<file path="src/rtl/lcd1602_pkg.sv">
// Shared constants and state encodings for the 1602 LCD controller.
// Contents: init command bytes, DDRAM line addresses, top/XFER state
// enums and the init ROM lookup used by lcd1602_ctrl.
package lcd1602_pkg;

   localparam logic [7:0] CMD_FUNC_SET = 8'h38;  // 8-bit bus, 2 lines, 5x8 font
   localparam logic [7:0] CMD_DISP_ON  = 8'h0C;  // display on, cursor off
   localparam logic [7:0] CMD_ENTRY    = 8'h06;  // increment, no shift
   localparam logic [7:0] CMD_CLEAR    = 8'h01;

   localparam logic [7:0] LINE0_ADDR   = 8'h80;
   localparam logic [7:0] LINE1_ADDR   = 8'hC0;

   localparam int unsigned INIT_LEN    = 4;

   typedef enum logic [2:0] {
      T_PWR_WAIT,
      T_INIT,
      T_IDLE,
      T_XFER,
      T_WRAP
   } top_state_t;

   typedef enum logic [2:0] {
      X_PWR,
      X_IDLE,
      X_SETUP,
      X_EN_HI,
      X_HOLD,
      X_WAIT
   } xfer_state_t;

   // Init sequence ROM.
   function automatic logic [7:0] init_cmd(input logic [1:0] idx);
      logic [7:0] cmd;
      case (idx)
         2'd0:    cmd = CMD_FUNC_SET;
         2'd1:    cmd = CMD_DISP_ON;
         2'd2:    cmd = CMD_ENTRY;
         default: cmd = CMD_CLEAR;
      endcase
      return cmd;
   endfunction

endpackage

</file>
<file path="src/rtl/lcd1602_xfer.sv">
// Pin timing engine for one LCD write: SETUP -> EN_HI -> HOLD -> WAIT.
// Also owns the power-on wait, so a single down-counter times every phase.
// Ports:
//   clk, rst        : clock, synchronous active-high reset
//   start           : begin a write (only honoured while idle)
//   data, rs        : byte and register select, captured on start
//   long_wait       : use CLR_WAIT_CYC instead of CMD_WAIT_CYC
//   lcd_dat/rs/en   : registered LCD pins
//   done_c          : high on the last cycle of the power wait or of WAIT
module lcd1602_xfer
   import lcd1602_pkg::*;
#(
   parameter int unsigned SETUP_CYC    = 4,
   parameter int unsigned EN_HI_CYC    = 25,
   parameter int unsigned HOLD_CYC     = 4,
   parameter int unsigned CMD_WAIT_CYC = 2500,
   parameter int unsigned CLR_WAIT_CYC = 100000,
   parameter int unsigned PWR_WAIT_CYC = 1000000
) (
   input  logic       clk,
   input  logic       rst,
   input  logic       start,
   input  logic [7:0] data,
   input  logic       rs,
   input  logic       long_wait,
   output logic [7:0] lcd_dat,
   output logic       lcd_rs,
   output logic       lcd_en,
   output logic       done_c
);

   localparam int unsigned MAX_A   = (SETUP_CYC > EN_HI_CYC) ? SETUP_CYC : EN_HI_CYC;
   localparam int unsigned MAX_B   = (HOLD_CYC > CMD_WAIT_CYC) ? HOLD_CYC : CMD_WAIT_CYC;
   localparam int unsigned MAX_C   = (CLR_WAIT_CYC > PWR_WAIT_CYC) ? CLR_WAIT_CYC : PWR_WAIT_CYC;
   localparam int unsigned MAX_AB  = (MAX_A > MAX_B) ? MAX_A : MAX_B;
   localparam int unsigned MAX_CYC = (MAX_AB > MAX_C) ? MAX_AB : MAX_C;
   localparam int unsigned CNT_W   = $clog2(MAX_CYC + 1);

   xfer_state_t      state;
   logic [CNT_W-1:0] cnt;
   logic             pwr_load;
   logic             long_q;

   // Counter clears to 0 in reset, so the power wait spends its first
   // cycle loading and then counts PWR_WAIT_CYC-2 down to 0.
   always_ff @(posedge clk) begin
      if (rst) begin
         state    <= X_PWR;
         cnt      <= '0;
         pwr_load <= 1'b1;
         long_q   <= 1'b0;
         lcd_dat  <= 8'h00;
         lcd_rs   <= 1'b0;
         lcd_en   <= 1'b0;
      end else begin
         case (state)
            X_PWR: begin
               if (pwr_load) begin
                  pwr_load <= 1'b0;
                  cnt      <= CNT_W'(PWR_WAIT_CYC - 2);
               end else if (cnt == '0) begin
                  state <= X_IDLE;
               end else begin
                  cnt <= cnt - CNT_W'(1);
               end
            end
            X_IDLE: begin
               if (start) begin
                  state   <= X_SETUP;
                  cnt     <= CNT_W'(SETUP_CYC - 1);
                  lcd_dat <= data;
                  lcd_rs  <= rs;
                  long_q  <= long_wait;
               end
            end
            X_SETUP: begin
               if (cnt == '0) begin
                  state  <= X_EN_HI;
                  cnt    <= CNT_W'(EN_HI_CYC - 1);
                  lcd_en <= 1'b1;
               end else begin
                  cnt <= cnt - CNT_W'(1);
               end
            end
            X_EN_HI: begin
               if (cnt == '0) begin
                  state  <= X_HOLD;
                  cnt    <= CNT_W'(HOLD_CYC - 1);
                  lcd_en <= 1'b0;
               end else begin
                  cnt <= cnt - CNT_W'(1);
               end
            end
            X_HOLD: begin
               if (cnt == '0) begin
                  state <= X_WAIT;
                  cnt   <= long_q ? CNT_W'(CLR_WAIT_CYC - 1) : CNT_W'(CMD_WAIT_CYC - 1);
               end else begin
                  cnt <= cnt - CNT_W'(1);
               end
            end
            X_WAIT: begin
               if (cnt == '0) begin
                  state <= X_IDLE;
               end else begin
                  cnt <= cnt - CNT_W'(1);
               end
            end
            default: begin
               state  <= X_IDLE;
               lcd_en <= 1'b0;
            end
         endcase
      end
   end

   assign done_c = (cnt == '0) && !pwr_load && ((state == X_WAIT) || (state == X_PWR));

endmodule

</file>
<file path="src/rtl/lcd1602_ctrl.sv">
// HD44780 1602 LCD controller, 8-bit write-only.
// Runs the power-on init sequence, then serialises upstream command and
// character writes via a valid/ready handshake.
// Ports:
//   clk, rst                    : 50 MHz clock, synchronous active-high reset
//   req_valid/req_ready         : request handshake
//   req_rs, req_data            : 0 = command, 1 = character; payload byte
//   init_done                   : init sequence complete (sticky until rst)
//   lcd_dat, lcd_rs, lcd_rw, lcd_en : LCD pins (lcd_rw tied 0)
// Optional: define LCD1602_LINE_WRAP_EN to track the cursor and insert a
// set-DDRAM command whenever a character write wraps column 15 -> 0.
module lcd1602_ctrl
   import lcd1602_pkg::*;
#(
   parameter int unsigned SETUP_CYC    = 4,
   parameter int unsigned EN_HI_CYC    = 25,
   parameter int unsigned HOLD_CYC     = 4,
   parameter int unsigned CMD_WAIT_CYC = 2500,
   parameter int unsigned CLR_WAIT_CYC = 100000,
   parameter int unsigned PWR_WAIT_CYC = 1000000
) (
   input  logic       clk,
   input  logic       rst,
   input  logic       req_valid,
   output logic       req_ready,
   input  logic       req_rs,
   input  logic [7:0] req_data,
   output logic       init_done,
   output logic [7:0] lcd_dat,
   output logic       lcd_rs,
   output logic       lcd_rw,
   output logic       lcd_en
);

   top_state_t state;
   logic [1:0] init_idx;
   logic       start_c;
   logic [7:0] cmd_byte_c;
   logic       cmd_rs_c;
   logic       long_c;
   logic       xfer_done_c;

`ifdef LCD1602_LINE_WRAP_EN
   logic       cur_line;
   logic [3:0] cur_col;
   logic       wrap_pend;
`endif

   assign lcd_rw = 1'b0;

   // Select what to hand to the timing engine this cycle.
   always_comb begin
      start_c    = 1'b0;
      cmd_byte_c = req_data;
      cmd_rs_c   = req_rs;
      case (state)
         T_INIT: begin
            start_c    = 1'b1;
            cmd_byte_c = init_cmd(init_idx);
            cmd_rs_c   = 1'b0;
         end
         T_IDLE: begin
            start_c = req_valid & req_ready;
         end
`ifdef LCD1602_LINE_WRAP_EN
         T_WRAP: begin
            start_c    = 1'b1;
            cmd_byte_c = cur_line ? LINE1_ADDR : LINE0_ADDR;
            cmd_rs_c   = 1'b0;
         end
`endif
         default: ;
      endcase
   end

   // Clear (0x01) and home (0x02/0x03) need the long execution wait.
   assign long_c = !cmd_rs_c && (cmd_byte_c[7:2] == 6'd0) && (cmd_byte_c[1:0] != 2'd0);

   // Top sequencer: power wait, init ROM, handshake, optional wrap insert.
   always_ff @(posedge clk) begin
      if (rst) begin
         state     <= T_PWR_WAIT;
         init_idx  <= 2'd0;
         init_done <= 1'b0;
         req_ready <= 1'b0;
`ifdef LCD1602_LINE_WRAP_EN
         cur_line  <= 1'b0;
         cur_col   <= 4'd0;
         wrap_pend <= 1'b0;
`endif
      end else begin
         case (state)
            T_PWR_WAIT: begin
               if (xfer_done_c) state <= T_INIT;
            end
            T_INIT: begin
               state <= T_XFER;
            end
            T_IDLE: begin
               if (start_c) begin
                  state     <= T_XFER;
                  req_ready <= 1'b0;
`ifdef LCD1602_LINE_WRAP_EN
                  if (req_rs) begin
                     cur_col <= cur_col + 4'd1;
                     if (cur_col == 4'hF) begin
                        cur_line  <= ~cur_line;
                        wrap_pend <= 1'b1;
                     end
                  end else if (req_data[7]) begin
                     cur_line <= req_data[6];
                     cur_col  <= req_data[3:0];
                  end else if (long_c) begin
                     cur_line <= 1'b0;
                     cur_col  <= 4'd0;
                  end
`endif
               end
            end
            T_XFER: begin
               if (xfer_done_c) begin
                  if (!init_done) begin
                     if (init_idx == 2'(INIT_LEN - 1)) begin
                        state     <= T_IDLE;
                        init_done <= 1'b1;
                        req_ready <= 1'b1;
                     end else begin
                        init_idx <= init_idx + 2'd1;
                        state    <= T_INIT;
                     end
                  end
`ifdef LCD1602_LINE_WRAP_EN
                  else if (wrap_pend) begin
                     state <= T_WRAP;
                  end
`endif
                  else begin
                     state     <= T_IDLE;
                     req_ready <= 1'b1;
                  end
               end
            end
`ifdef LCD1602_LINE_WRAP_EN
            T_WRAP: begin
               state     <= T_XFER;
               wrap_pend <= 1'b0;
            end
`endif
            default: begin
               state     <= T_PWR_WAIT;
               req_ready <= 1'b0;
            end
         endcase
      end
   end

   lcd1602_xfer #(
      .SETUP_CYC    (SETUP_CYC),
      .EN_HI_CYC    (EN_HI_CYC),
      .HOLD_CYC     (HOLD_CYC),
      .CMD_WAIT_CYC (CMD_WAIT_CYC),
      .CLR_WAIT_CYC (CLR_WAIT_CYC),
      .PWR_WAIT_CYC (PWR_WAIT_CYC)
   ) u_xfer (
      .clk       (clk),
      .rst       (rst),
      .start     (start_c),
      .data      (cmd_byte_c),
      .rs        (cmd_rs_c),
      .long_wait (long_c),
      .lcd_dat   (lcd_dat),
      .lcd_rs    (lcd_rs),
      .lcd_en    (lcd_en),
      .done_c    (xfer_done_c)
   );

endmodule

</file>
<file path="config.mk">
export PLATFORM = sky130hd
export DESIGN_NAME = lcd1602_ctrl
export DESIGN_NICKNAME = d
export VERILOG_FILES = /design/src/rtl/lcd1602_pkg.sv /design/src/rtl/lcd1602_xfer.sv /design/src/rtl/lcd1602_ctrl.sv
export SDC_FILE = /design/constraint.sdc
export NUM_CORES = 1
export LEC_CHECK = 0
export BUFFER_PORTS_ARGS = -buffer_cell sky130_fd_sc_hd__buf_4
export CORE_ASPECT_RATIO = 0.75
export CORE_MARGIN = 2
export CORE_UTILIZATION = 54
export CTS_BUF_LIST = sky130_fd_sc_hd__clkbuf_16
export CTS_CLUSTER_SIZE = 16
export DETAILED_ROUTE_END_ITERATION = 8
export PLACE_DENSITY = 0.76
export RECOVER_POWER = 25
export SLEW_MARGIN = 15
export SYNTH_ARGS = -nofsm -noshare
export SYNTH_HDL_FRONTEND = slang
export SYNTH_SLANG_ARGS = --single-unit
</file>
<file path="constraint.sdc">
create_clock -name clk -period 2.5 [get_ports clk]
set_input_delay 0.125 -clock clk [delete_from_list [all_inputs] [get_ports clk]]
set_output_delay 0.125 -clock clk [all_outputs]
set_load 0.02 [all_outputs]
</file>
## Yosys cells after proc, flatten, opt, wreduce, memory -nomap -nowiden

Index checks and enable logic that the tools add are counted.

| operators by class | value |
|---|---|
| reduce and logical (&&, ||, !) cells | 24 |
| muxes and demuxes | 35 |
| add/sub/neg operators | 2 |
| eq/ne operators | 20 |
| bitwise operators | 5 |

Operator list:

| operator | count |
|---|---|
| two-way mux 20 bit | 6 |
| one-hot mux 20 bit (6 select lines) | 1 |
| two-way mux 3 bit | 10 |
| logical NOT 20 bit | 1 |
| subtractor 20 x 1 -> 20 bit, second input constant | 1 |
| one-hot mux 3 bit (6 select lines) | 1 |
| one-hot mux 6 bit (3 select lines) | 1 |
| two-way mux 17 bit | 1 |
| == test 3 x 2 -> 1 bit, second input constant | 4 |
| one-hot mux 3 bit (4 select lines) | 1 |
| inequality test 2 x 1 -> 1 bit, second input constant | 5 |
| two-way mux 1 bit | 9 |
| two-way mux 8 bit | 1 |
| AND reduction 4 bit | 2 |
| == test 3 x 1 -> 1 bit, second input constant | 2 |
| == test 3 bit, second input constant | 2 |
| logical NOT 3 bit | 2 |
| logical NOT 6 bit | 1 |
| inequality test 2 bit, second input constant | 3 |
| one-hot mux 1 bit (3 select lines) | 2 |
| AND reduction 2 bit | 3 |
| AND reduction 3 bit | 2 |
| nonzero test 6 bit | 1 |
| AND reduction 5 bit | 1 |
| 15 further kinds | 23 |

| word-level totals | value |
|---|---|
| output and inout bits | 13 |
| register bits after elaboration | 42 |

## Longest topological paths before layout

| logic depth | value |
|---|---|
| depth in word-level cells | 6 |
| mapped depth | 12 |
| depth with buffers taken out | 12 |

## Cells and area by module

Synthesis repeated with hierarchy kept, for this count alone.

| unflattened totals | value |
|---|---|
| cell total of the unflattened synthesis | 386 |
| area, all modules | 3040.4 um^2 |

By module, submodules not included:

| module | area each (um^2) | cells an instance | instances |
|---|---|---|---|
| lcd1602_xfer | 2452.4 | 314 | 1 |
| lcd1602_ctrl | 588.1 | 72 | 1 |

## Worst setup path after synthesis

No wires, ideal clock.

| path | value |
|---|---|
| path type | reg2reg |
| start point | register u_xfer.cnt[0] |
| end point | register u_xfer.cnt[0] |
| data arrival time | 2.399 ns |
| stages on the path, launching flop included | 13 |
| buffers on the path | 0 |
| setup slack | 0.016 ns |
| clock period less this slack | 2.484 ns |
| required time | 2.414 ns |
| cells stage by stage | dfxtp_1 inv_1 ha_1 nor3b_1 nand2_1 nor2_2 clkinv_1 ha_1 nor3_1 a211oi_1 a31oi_1 nor2_1 a211oi_1 |

| on the way | value |
|---|---|
| cells in the longest elaborated chain, start to end | 4 |
| elaborated cells between the ends (all ways) | 8 |

Ends and longest elaborated chain:

| item | line | RTL |
|---|---|---|
| start: declaration | lcd1602_xfer.sv:40 | `logic [CNT_W-1:0] cnt;` |
| start signal: assignment | lcd1602_xfer.sv:60 | `cnt <= CNT_W'(PWR_WAIT_CYC - 2);` |
| start signal: assignment | lcd1602_xfer.sv:64 | `cnt <= cnt - CNT_W'(1);` |
| start signal: assignment | lcd1602_xfer.sv:70 | `cnt <= CNT_W'(SETUP_CYC - 1);` |
| subtractor 20 x 1 -> 20 bit or logical NOT 20 bit (tied branches) | -- |  |
| two-way mux 20 bit | lcd1602_xfer.sv:61, lcd1602_xfer.sv:103 |  |
| two-way mux 20 bit | lcd1602_xfer.sv:58 | `if (pwr_load) begin` |
| one-hot mux 20 bit (6 select lines) (*) | lcd1602_xfer.sv:56 | `case (state)` |

Mark *: on every way between the ends. The rest lies on a longest branch, timed or not.
A chain may end at the register's enable or synchronous reset.

## Worst setup path after layout

| path | value |
|---|---|
| start point | register u_xfer.cnt[10] |
| end point | register u_xfer.cnt[0] |

| on the way | value |
|---|---|
| cells in the longest elaborated chain, start to end | 4 |
| elaborated cells between the ends (all ways) | 7 |

Ends and longest elaborated chain:

| item | line |
|---|---|
| logical NOT 20 bit (*) | -- |
| two-way mux 20 bit (2 in a row) | -- |
| one-hot mux 20 bit (6 select lines) (*) | lcd1602_xfer.sv:56 |

Marks and branches as above.

==> implementation parameters <==
Parameter                              Value

Detailed routing
  1st-iter DRT viols    380
  Detail Route Antenna Nets    0
  Vias per inst    6.682
  Number of iterations in the first detailed-routing pass    5
  Via total after detailed routing    3127
  Number of remaining DRC errors    0
  Routed length per instance    18.21 um
  Final wirelength    8.524 mm

Clocking
  Maximum clock insertion buffer count    2
  CTS sink count    41
  Total CTS buffers    5
  Clock Tree Root    clkbuf_16
  Clock-pin transition on the worst setup and hold timing paths    60 ps
  Clock tree from TritonCTS    done
  Insertion delay of the later-clocked pin in the worst-skew pair    290 ps
  Htree depth    2
  Cts-stage hold buffer count    0

STA
  Clk_skew    2.331 ps
  Setup_tns    0 ps
  Crit share post-route    92.92%
  Max Clock Freq    0.4305 GHz
  Setup violation total in the final timing report    0
  Count of endpoints failing hold in the final timing report    0
  Max transition margin    57.85%
  Final critical delay including setup and external delays    2323 ps
  Slew Viols, Final    0
  Measured slew at the worst slew-check pin    626.6 ps
  Post-layout worst setup margin    177.0 ps

Status
  Status    completed

Power and ir drop
  Worst VDD drop    0.0003715 V
  Total power density per cell area    577.8 mW/mm2
  Leakage    0.001203 uW

Setup path
  Reg-to-reg slack, setup    180 ps
  Startpoint of the worst register-to-register path    u_xfer.cnt[10]
  Data required time of the worst path    2700 ps
  Largest fanout on the critical path    7
  Sort of element at the end of the critical path    flip-flop
  Class of the most critical setup path    reg2reg
  Library cell contributing the largest single delay on the critical path    nor4_2
  Data arrival time at the worst-slack endpoint    2530 ps
  Max incr delay on CP    410 ps
  Critical Path, Cell by Cell    nor4_2, nand4_1, nor2_2, clkinv_1, ha_1, nor3_1, a211oi_1, a31oi_1, nor2_1, a211oi_1
  Worst reg-to-reg path cell count    10
  Reg-to-Reg End    u_xfer.cnt[0]
  Cell repeated most along the worst path    a211oi_1
  Startpoint Class    flip-flop

Die
  Initial cell density of the core    55.05%
  Die width    88.61 um
  Height of the die    67.46 um
  Num rows    23
  Standard cell core area    0.005266 mm2
  Full die area    0.005977 mm2
  Number of ports placed on the die boundary    25

Logic synthesis
  Net count of the mapped netlist    387
  Post-Synthesis Mean Instance Area    8.008 um2
  Largest area contributor in the netlist    dfxtp_1
  Share of Yosys cell area claimed by the top area cell type    28.31%
  EDFF count, synth    0
  Fraction of registers with async set or reset after synthesis    0%
  Netlist area before placement    0.002899 mm2
  Ys flop type    dfxtp_1
  Number of cells produced by synthesis    362
  Top post-synthesis cells by area    dfxtp_1, ha_1, a21oi_1
  Commonest cells in the netlist    dfxtp_1, nor2_1, a21oi_1, nand2_1, o21ai_0
  Warnings, synthesis    0
  Count leader, synth    dfxtp_1
  Count of state elements after synthesis    41
  Sequential fraction of the synthesis area    28.31%
  Distinct cells, synth    72

Cells and area
  Final Util    63.93%
  Fin nets    417
  Layout Area Growth over Synthesis    16.14%
  Number of inserted diodes    0
  Fraction of layout cells with a size suffix above 1    15.78%

Worst hold path
  Path class of the lowest-slack min-delay path    in2reg
  Worst hold path endpoint    u_xfer.lcd_rs
  Beginning of the worst hold path    req_rs
  Number of stages on the worst hold path    3

Job
  Max_cap viols    0

GRT
  Via count of the first global-routing pass    2647
  Initial antenna violation count    0
  Global-route wire length before repair    13.68 mm
  Largest net degree at the start of global routing    36
  GRT overflow    0
  GRT Overall Usage    29.49%

Place
  RePlAce Congestion    1.031
  Detail Placement HPWL    6.112 mm
  Port Buffers    23
  Pre-CTS setup slack    168.5 ps
worst max path at each step:
stage,depth (start not counted),to,start
floorplan,12,u_xfer.cnt[0],u_xfer.cnt[0]
global placement,12,u_xfer.cnt[0],u_xfer.cnt[0]
detailed placement,12,u_xfer.cnt[0],u_xfer.cnt[0]
CTS,12,u_xfer.cnt[0],u_xfer.cnt[0]
global route,12,u_xfer.cnt[0],u_xfer.cnt[0]
finish,10,u_xfer.cnt[0],u_xfer.cnt[10]
cells in the final DEF, fill, tap and decap left out, types with 13 or more instances in the layout:
master    netlist  layout
o21ai_0        19      19
ha_1           13      13
a21oi_1        24      24
nor3_1         13      13
buf_4           3      35
nand2_1        23      23
inv_1          14      14
clkbuf_1       18      13
nor2_1         32      32
dfxtp_1        41      41
kinds of logic (layout without fill, tap and decap cells):
kind of cell	count (synthesis)	in the layout	synth area share, %
and+or+nand+nor	127	127	24.04
DFF	41	41	28.31
muxes	8	8	2.935
other	1	1	0.1294
buffers and inverters	40	71	5.912
AOI/OAI and AO/OA	129	129	32.15
xor gates and xnor gates	3	3	0.9065
adders and majority gates	13	13	5.611
report_power, final:
group | switching, uW | total, uW | internal (uW)
Combinational | 278 | 475 | 197
Sequential | 42.1 | 728 | 686
Clock | 275 | 743 | 468
Total | 595 | 1950 | 1350
area by class of cell:
class / instances / area [um2]
sequential: 41 / 820.8
timing repair buffer: 48 / 311.5
multi-input combinational: 281 / 1918
clock buffer: 5 / 125.1
fill: 471 / 1899
clock inverter: 3 / 41.29
inverter: 15 / 56.30
tap: 75 / 93.84
sequential cells by signal, summed over array words and instances (netlist names):
signal           count
state                2
u_xfer.pwr_load      1
u_xfer.state         3
req_ready            1
init_idx             2
u_xfer.cnt          20
u_xfer.lcd_rs        1
u_xfer.lcd_dat       8
u_xfer.long_q        1
init_done            1
u_xfer.lcd_en        1
stage by stage:
step	area [um2]	cells	total power (uW)	hold WS, ps
6_report	3367	468	1946	126.7
5_1_grt	3367	468	2029	132.4
4_1_cts	3405	468	1937	126.8
3_5_place_dp	3238	460	1203	426.6
3_3_place_gp	3238	460	1192	423.0
2_1_floorplan	2899	362	1082	290.5
critical path: cells and delay by family, from the launching register on:
family                   cells  cell delay [ps]
AND/OR/NAND/NOR              5              990
AO/OA/AOI/OAI                3              440
flip-flops                   1              380
adder cells (fa/ha/maj)      1              320
buffers and inverters        1              100
per-layer routing:
metal	track usage (%)	vias to the layer above	part of all wire, %
met5	0	-	0
met4	7.386	0	1.0
met3	7.946	16	12
met2	40.51	187	41
met1	44.90	1474	46
li1	-	1450	-
what timing repair did:
item,in CTS,in global routing
buffers inserted,0,0
gates resized for setup,0,2
setup endpoints to repair,0,1
(Power assumes the default switching activity.)
